## src/rtl/fetch_bpred_if.sv

```systemverilog
// Fetch-stage bundle: instruction memory port, jump-control redirect and
// training inputs, and the IF/ID register outputs.
// Modports: slave = the fetch stage itself, master = the surrounding pipeline.
interface fetch_bpred_if;
  logic        ena;
  logic [31:0] imem_addr;
  logic [31:0] imem_data;
  logic        redirect;
  logic [31:0] redirect_pc;
  logic        upd_valid;
  logic [31:0] upd_pc;
  logic        upd_taken;
  logic [31:0] if_pc;
  logic [31:0] if_instr;
  logic        if_pred_taken;
  logic        if_valid;

  modport slave (
    input  ena, imem_data, redirect, redirect_pc, upd_valid, upd_pc, upd_taken,
    output imem_addr, if_pc, if_instr, if_pred_taken, if_valid
  );

  modport master (
    output ena, imem_data, redirect, redirect_pc, upd_valid, upd_pc, upd_taken,
    input  imem_addr, if_pc, if_instr, if_pred_taken, if_valid
  );
endinterface

```

## src/rtl/fetch_bpred.sv

```systemverilog
// Fetch stage with PC, 2-bit-counter BHT and IF/ID register; predicts B-type branches.
// Latency: word at pc lands on if_* one cycle later; predicted target fetched with no bubble.
// Backpressure: ena=0 freezes pc and if_*; redirect costs one bubble; BHT training ignores ena.
// Ports: clk, nreset (async, active low); bus (slave) carries ena, imem_addr/imem_data,
// redirect/redirect_pc, upd_valid/upd_pc/upd_taken and the registered if_* outputs.
module fetch_bpred #(
  parameter logic [31:0] RESET_PC = 32'h0000_0000,
  parameter int          BHT_BITS = 4
) (
  input  logic         clk,
  input  logic         nreset,
  fetch_bpred_if.slave bus
);

  localparam int          BHT_ENTRIES = 1 << BHT_BITS;
  localparam logic [31:0] NOP_INSTR   = 32'h0000_0013;
  localparam logic [6:0]  OP_BRANCH   = 7'b1100011;

  logic [31:0]                  pc;
  logic [31:0]                  if_pc_q;
  logic [31:0]                  if_instr_q;
  logic                         if_pred_q;
  logic                         if_valid_q;
  logic [BHT_ENTRIES-1:0][1:0]  bht;

  logic [BHT_BITS-1:0] idx;
  logic [BHT_BITS-1:0] uidx;
  logic                is_br;
  logic [31:0]         b_imm;
  logic                pred;
  logic [1:0]          upd_cur;
  logic [1:0]          upd_next;

  // Only the index bits of the two PCs address the table; no tags are kept.
  logic unused_pc_bits;
  assign unused_pc_bits = ^{pc[31:BHT_BITS+2], pc[1:0],
                            bus.upd_pc[31:BHT_BITS+2], bus.upd_pc[1:0]};

  assign idx   = pc[BHT_BITS+1:2];
  assign uidx  = bus.upd_pc[BHT_BITS+1:2];
  assign is_br = (bus.imem_data[6:0] == OP_BRANCH);
  assign b_imm = {{19{bus.imem_data[31]}}, bus.imem_data[31], bus.imem_data[7],
                  bus.imem_data[30:25], bus.imem_data[11:8], 1'b0};
  // Lookup reads the registered table, so a same-cycle update is not bypassed.
  assign pred  = is_br && bht[idx][1];

  always_comb begin
    upd_cur  = bht[uidx];
    upd_next = upd_cur;
    if (bus.upd_taken) begin
      if (upd_cur != 2'b11) upd_next = upd_cur + 2'd1;
    end else begin
      if (upd_cur != 2'b00) upd_next = upd_cur - 2'd1;
    end
  end

  // PC and IF/ID register. A redirect only kills the slot (if_valid=0);
  // the remaining if_* fields keep their old contents.
  always_ff @(posedge clk or negedge nreset) begin
    if (!nreset) begin
      pc         <= RESET_PC;
      if_pc_q    <= 32'h0;
      if_instr_q <= NOP_INSTR;
      if_pred_q  <= 1'b0;
      if_valid_q <= 1'b0;
    end else if (bus.ena) begin
      if (bus.redirect) begin
        pc         <= bus.redirect_pc;
        if_valid_q <= 1'b0;
      end else begin
        pc         <= pred ? (pc + b_imm) : (pc + 32'd4);
        if_pc_q    <= pc;
        if_instr_q <= bus.imem_data;
        if_pred_q  <= pred;
        if_valid_q <= 1'b1;
      end
    end
  end

  // Counter training comes from execute and must not be lost during a stall.
  always_ff @(posedge clk or negedge nreset) begin
    if (!nreset) begin
      for (int i = 0; i < BHT_ENTRIES; i++) bht[i] <= 2'b01;
    end else if (bus.upd_valid) begin
      bht[uidx] <= upd_next;
    end
  end

  assign bus.imem_addr     = pc;
  assign bus.if_pc         = if_pc_q;
  assign bus.if_instr      = if_instr_q;
  assign bus.if_pred_taken = if_pred_q;
  assign bus.if_valid      = if_valid_q;

endmodule

```

## src/flat_wrapper.sv

```systemverilog
// flat-port wrapper written by rule: the top's interface ports become plain ports
module fetch_bpred_flat 
#(
  parameter logic [31:0] RESET_PC = 32'h0000_0000,
  parameter int          BHT_BITS = 4
)
  (clk, nreset, bus_ena, bus_imem_data, bus_redirect, bus_redirect_pc, bus_upd_valid, bus_upd_pc, bus_upd_taken, bus_imem_addr, bus_if_pc, bus_if_instr, bus_if_pred_taken, bus_if_valid);
  fetch_bpred_if bus_i ();
  input  logic clk;
  input  logic nreset;
  input wire logic [$bits(bus_i.ena)-1:0] bus_ena;
  input wire logic [$bits(bus_i.imem_data)-1:0] bus_imem_data;
  input wire logic [$bits(bus_i.redirect)-1:0] bus_redirect;
  input wire logic [$bits(bus_i.redirect_pc)-1:0] bus_redirect_pc;
  input wire logic [$bits(bus_i.upd_valid)-1:0] bus_upd_valid;
  input wire logic [$bits(bus_i.upd_pc)-1:0] bus_upd_pc;
  input wire logic [$bits(bus_i.upd_taken)-1:0] bus_upd_taken;
  output wire logic [$bits(bus_i.imem_addr)-1:0] bus_imem_addr;
  output wire logic [$bits(bus_i.if_pc)-1:0] bus_if_pc;
  output wire logic [$bits(bus_i.if_instr)-1:0] bus_if_instr;
  output wire logic [$bits(bus_i.if_pred_taken)-1:0] bus_if_pred_taken;
  output wire logic [$bits(bus_i.if_valid)-1:0] bus_if_valid;
  assign bus_i.ena = bus_ena;
  assign bus_i.imem_data = bus_imem_data;
  assign bus_i.redirect = bus_redirect;
  assign bus_i.redirect_pc = bus_redirect_pc;
  assign bus_i.upd_valid = bus_upd_valid;
  assign bus_i.upd_pc = bus_upd_pc;
  assign bus_i.upd_taken = bus_upd_taken;
  assign bus_imem_addr = bus_i.imem_addr;
  assign bus_if_pc = bus_i.if_pc;
  assign bus_if_instr = bus_i.if_instr;
  assign bus_if_pred_taken = bus_i.if_pred_taken;
  assign bus_if_valid = bus_i.if_valid;
  fetch_bpred #(.RESET_PC(RESET_PC), .BHT_BITS(BHT_BITS)) u_core (.clk(clk), .nreset(nreset), .bus(bus_i));
endmodule
```

## config.mk

```make
export PLATFORM = sky130hd
export DESIGN_NAME = fetch_bpred_flat
export DESIGN_NICKNAME = d
export VERILOG_FILES = /design/src/rtl/fetch_bpred_if.sv /design/src/rtl/fetch_bpred.sv /design/src/flat_wrapper.sv
export SDC_FILE = /design/constraint.sdc
export NUM_CORES = 1
export LEC_CHECK = 0
export ABC_AREA = 1
export BUFFER_PORTS_ARGS = -buffer_cell sky130_fd_sc_hd__buf_4
export CAP_MARGIN = 5
export CORE_UTILIZATION = 40
export DETAILED_ROUTE_END_ITERATION = 8
export HOLD_SLACK_MARGIN = 0.15
export SYNTH_ARGS = -nofsm -noshare
export SYNTH_HDL_FRONTEND = slang
export SYNTH_SLANG_ARGS = --single-unit
```

## constraint.sdc

```tcl
create_clock -name clk -period 3.1 [get_ports clk]
set_input_delay 0.62 -clock clk [delete_from_list [all_inputs] [get_ports clk]]
set_output_delay 0.62 -clock clk [all_outputs]
set_load 0.02 [all_outputs]
```

==> After elaboration in Yosys (flattened, before gate mapping) <==
Cells that the tools add are included.
{ "op_classes": {"add_sub_neg": 4, "magnitude_cmp": 3, "n_eq_ne": 2, "n_mux": 13, "bitwise_logic": 1, "reduce_logical": 4} }
{ "ops": {"columns": ["op", "n"], "rows": [
  ["two-way mux 32 bit", 2],
  ["adder 32 x 3 -> 32 bit (second input constant)", 1],
  ["adder 32 bit", 1],
  ["bitwise mux 32 bit", 1],
  ["binary-select mux 2 bit (select 4 bit)", 2],
  ["two-way mux 2 bit", 6],
  ["less-than comparator 4 x 5 -> 1 bit (second input constant)", 2],
  ["demux 2 bit (select 4 bit)", 1],
  ["== test 7 bit (second input constant)", 1],
  ["greater-or-equal comparator 4 x 1 -> 1 bit (second input constant)", 1],
  ["adder 2 x 1 -> 2 bit (second input constant)", 1],
  ["logical AND 1 bit", 2],
  ["inequality test 2 bit (second input constant)", 1],
  ["AND reduction 2 bit", 1],
  ["nonzero test 2 bit", 1],
  ["subtractor 2 x 1 -> 2 bit (second input constant)", 1],
  ["two-way mux 1 bit", 1],
  ["NOT 1 bit", 1]
]} }
{ "word_totals": {"regBits": 130} }

==> Depth between registers and ports, before layout <==
{ "logic_depth": {"word_depth": 6, "depth_mapped": 16, "mapped_depth_nobuf": 16} }

==> Worst setup path after synthesis <==
Ideal clock, no wire load.
{ "synth_path": {"path_kind": "input to register", "from": "input bus_imem_data[8]", "to": "register u_core.pc[29], in the netlist u_core.bus.imem_addr[29]", "setup_time_ns": 0.116, "arrival_ns": 2.112, "required_time_ns": 2.984, "slack_ns": 0.872, "path_stages": 15, "path_cell_list": "ha_1 -> inv_1 -> fa_1 -> inv_1 -> nand3_1 -> nand3_1 -> nand2_1 -> nand3_1 -> nand2_1 -> nand2_1 -> nand2_1 -> nand3_1 -> nand3_1 -> nand2_1 -> nand2_1"} }
{ "synth_via": {"elab_chain_cells": 3} }
{ "synth_rtl": {"columns": ["element", "line_no", "rtl"], "rows": [
  ["from (decl)", "flat_wrapper.sv:12", "input wire logic [$bits(bus_i.imem_data)-1:0] bus_imem_data;"],
  ["adder 32 bit", "fetch_bpred.sv:71", "pc <= pred ? (pc + b_imm) : (pc + 32'd4);"],
  ["two-way mux 32 bit", "fetch_bpred.sv:71", null],
  ["two-way mux 32 bit", "fetch_bpred.sv:67", "if (bus.redirect) begin"],
  ["to (signal assigned)", "fetch_bpred.sv:68", "pc <= bus.redirect_pc;"],
  ["to (signal assigned)", "fetch_bpred.sv:71", null],
  ["to (decl)", "fetch_bpred.sv:19", "logic [31:0] pc;"]
]} }
Every way passes these cells.
A chain may end at the register's enable or synchronous reset.

==> Worst setup path in the final report <==
{ "layout_path": {"from": "register u_core.pc[2], in the netlist u_core.bus.imem_addr[2]", "to": "register u_core.pc[29], in the netlist u_core.bus.imem_addr[29]"} }
{ "layout_via": {"elab_chain_cells": 5, "elab_cells_between_ends": 7, "cone_classes": "add/sub: 2; mux: 4; reduce/logical: 1"} }
{ "layout_rtl": {"columns": ["element", "line_no"], "rows": [
  ["parallel branches: the longest is 3 deep, another holds adder 32 x 3 -> 32 bit", null],
  ["two-way mux 32 bit (*)", "fetch_bpred.sv:71"],
  ["two-way mux 32 bit (*)", "fetch_bpred.sv:67"]
]} }
Every way passes the cells marked *. The select of a mux whose other input is x is not followed.

==> impl_results.md <==
- Cell Count, Final, Fillers Out: 1,893
- Routed length per instance: 16.4 um
- Synthesized area per cell: 6.52 sq um
- Fin. Hold Viols: 0
- DP HPWL: 23,600 um
- Number of synthesized flops with an enable pin: 0
- Fin Setup TNS: 0 ps
- Main synth FF type: dfrtp_1
- Fmax: 420 MHz
- Vias in the first global route: 8,841
- Clock latency on the worst-skew pair: 430 ps
- Die Width: 154 um
- Post-cts sizing count: 0
- GRT Overall Usage: 0.267
- Most frequent cell after synthesis: nand2_1
- DR vias: 9,291
- CORE AREA: 22,600 sq um
- Remaining antenna violation count: 0
- Synth cell types: 41
- Initial DRC Count: 672
- Io pins: 200
- Finished Core Util: 0.508
- Cells after synthesis: 1,419
- Final net count: 1,729
- Critical Path Sink Type: register
- CTS Buffer Depth: 2
- Pwr per Cell Area: 557 nW/um^2
- Worst min path class: input port to register
- Input/output buffers: 171
- Slew of the pin with the lowest slew margin: 648 ps
- Cts bufs inserted: 17
- # rows: 55
- Die height: 154 um
- Kind of critical path: register to register
- Share of flip-flops with an asynchronous set or reset: 1.00
- Crit-path most repeated cell: nand2_1
- Number of buffers added for setup after CTS: 0
- Register Area: 3280 sq um
- Vias/cell: 4.91
- Max-capacitance violation count: 0
- Routed wire length: 31,000 um
- Largest net degree at the start of global routing: 60
- Slew headroom: 0.568
- Area of the multi-input gates: 5020 sq um
- Starting Density: 0.409
- Final worst path period share: 0.769
- CTS tree: built
- Top-area cell type share of the netlist area: 0.300
- Post-Synthesis Net Count: 1,553
- Final Slew Violations: 0
- Clock transition at path regs: 70 ps
- Synthesized flop and latch total: 130
- CP max FO: 8
- N_diodes: 0
- Cell area after synthesis: 9250 sq um
- H-tree depth: 4
- Yosys synthesis warning count: 0
- Tmin final: 2380 ps
- RSZ-0062 raised after global routing: false
- Fin Clk Skew: 9.99 ps
- Area delta synth->final: 24.3%
- Top post-synthesis cells by area: dfrtp_1, nand2_1, inv_1
- CTS root buffer: clkbuf_16
- Placer Congestion: 0.943
- Seq/Total Area, Yosys: 0.354
- Fillcell total: 2,360
- Aggregate global routing overflow: 0
- Synth area leader: dfrtp_1
- Initial antenna violation count: 0
- Hold-fix buffers at CTS: 1
- DR DRC count: 0
- Top delay family on crit path: simple AND/OR/NAND/NOR gates
- Clock sinks: 130
- Setup crit start kind: register
- Die Area: 23,700 sq um
- Worst IR Drop VDD: 0.322 mV
- Worst EP required: 3420 ps
- CP Data Arrival Time: 2710 ps
- Crit-path slowest cell: dfrtp_1
- Slowest stage delay, CP: 540 ps
- First-pass GRT wire length: 48,300 um
- Lkg Pwr: 0.00620 uW
- DR pass1 iterations: 5
- Most frequent cells after synthesis: nand2_1, inv_1, nand3_1, dfrtp_1, nor2_1
- Outcome: complete, no violations
- CP Buf/Inv Count: 2
- CP Cell Sequence: inv_2, fa_1, inv_1, nand3_1, nand3_1, nand2_1, nand3_1, nand2_1, nand2_1, nand2_1, nand3_1, nand3_1, nand2_1, nand2_1
- Inst Count DP: 1,860
- Finish-stage setup viols: 0
- Layout cells sized above 1: 0.180
==> path summary, 6_finish.rpt <==
| check | startpoint | end | slack (ps) | cells after the start |
|---|---|---|---|---|
| setup / recovery | u_core.bus.imem_addr[2] | u_core.bus.imem_addr[29] | 720 | 14 |
| hold / removal | bus_imem_data[14] | u_core.bus.if_instr[14] | 390 | 3 |
| setup reg to reg | u_core.bus.imem_addr[2] | u_core.bus.imem_addr[29] | 720 | 14 |
| hold reg to reg | u_core.bht[14] | u_core.bht[14] | 470 | 2 |
| max in group asynchronous | nreset | u_core.bht[12] | 1550 | 3 |
| min in group asynchronous | nreset | u_core.bus.imem_addr[16] | 690 | 2 |
==> layout by cell type (no fill, tap or decap), drive strengths merged <==
| master | netlist | layout |
|---|---|---|
| xnor2 | 4 | 4 |
| and2 | 4 | 4 |
| nor3 | 16 | 16 |
| clkbuf | 25 | 17 |
| dfrtp | 111 | 111 |
| nand3 | 113 | 113 |
| nand4 | 11 | 11 |
| clkinv | 0 | 3 |
| nand3b | 4 | 4 |
| o211ai | 6 | 6 |
| o21ai | 84 | 84 |
| buf | 13 | 194 |
| inv | 206 | 215 |
| clkinvlp | 0 | 3 |
| nor3b | 1 | 1 |
| nor2 | 112 | 112 |
| mux2 | 1 | 1 |
| dfstp | 19 | 19 |
| fa | 1 | 1 |
| nand2 | 580 | 580 |
| a22oi | 12 | 12 |
| ha | 31 | 31 |
| a21o | 2 | 2 |
| xor2 | 27 | 27 |
| dlygate4sd3 | 0 | 1 |
| a21oi | 24 | 24 |
| o21bai | 11 | 11 |
| nor4 | 1 | 1 |
==> layout make-up <==
class                      count  share of cell area
sequential                   130               0.285
clock inverter                15              0.0123
clock buffer                  17              0.0370
inverter                     206              0.0674
timing repair buffer         195               0.130
tap                          285              0.0310
multi-input combinational   1045               0.437
==> power by group <==
group          leakage, uW  total [uW]  internal [uW]  switching (uW)
registers          0.00161        2250           2010             244
clock network     0.000272        1980           1060             918
logic              0.00432        2160            802            1360
==> flip-flops by register name, summed over array words and instances, names as in the netlist <==
signal,count
u_core.bht,32
u_core.bus.imem_addr,32
u_core.bus.if_pred_taken,1
u_core.bus.if_pc,32
u_core.bus.if_instr,32
u_core.bus.if_valid,1
==> cell families (layout without fill, tap and decap cells) <==
family | count (synthesis) | after routing | share of synthesized area
compound gates | 139 | 139 | 0.0875
fa+ha+maj | 32 | 32 | 0.0441
xor+xnor | 31 | 31 | 0.0294
mux | 1 | 1 | 0.00122
simple gates | 842 | 842 | 0.380
buf+inv | 244 | 433 | 0.103
flops | 130 | 130 | 0.354
==> routing by layer <==
layer	part of all wire	wire length, um	vias to the layer above	GRT usage
li1	-	-	4787	-
met1	0.42	12900	4198	0.318
met2	0.50	15600	250	0.476
met3	0.044	1370	56	0.0397
met4	0.037	1130	0	0.118
met5	0	0	-	0
==> through the flow <==
stage	hold WS [ps]	cell area, sq um	setup slack [ps]	total power, uW
after global placement	452	10900	436	4430
final	387	11500	716	6400
after CTS	373	11500	694	6450
after global routing	373	11500	493	6780
after floorplan	324	9250	872	3580
after detailed placement	456	10900	405	4450
==> worst register-to-register path, cell delays in order (launching register included) <==
cell     delay (ps)
dfrtp_1         540
inv_2           150
fa_1            470
inv_1           110
nand3_1          70
nand3_1         150
nand2_1          70
nand3_1         150
nand2_1         100
nand2_1          90
nand2_1         100
nand3_1          90
nand3_1          80
nand2_1          60
nand2_1          40
(Power assumes the default switching activity.)
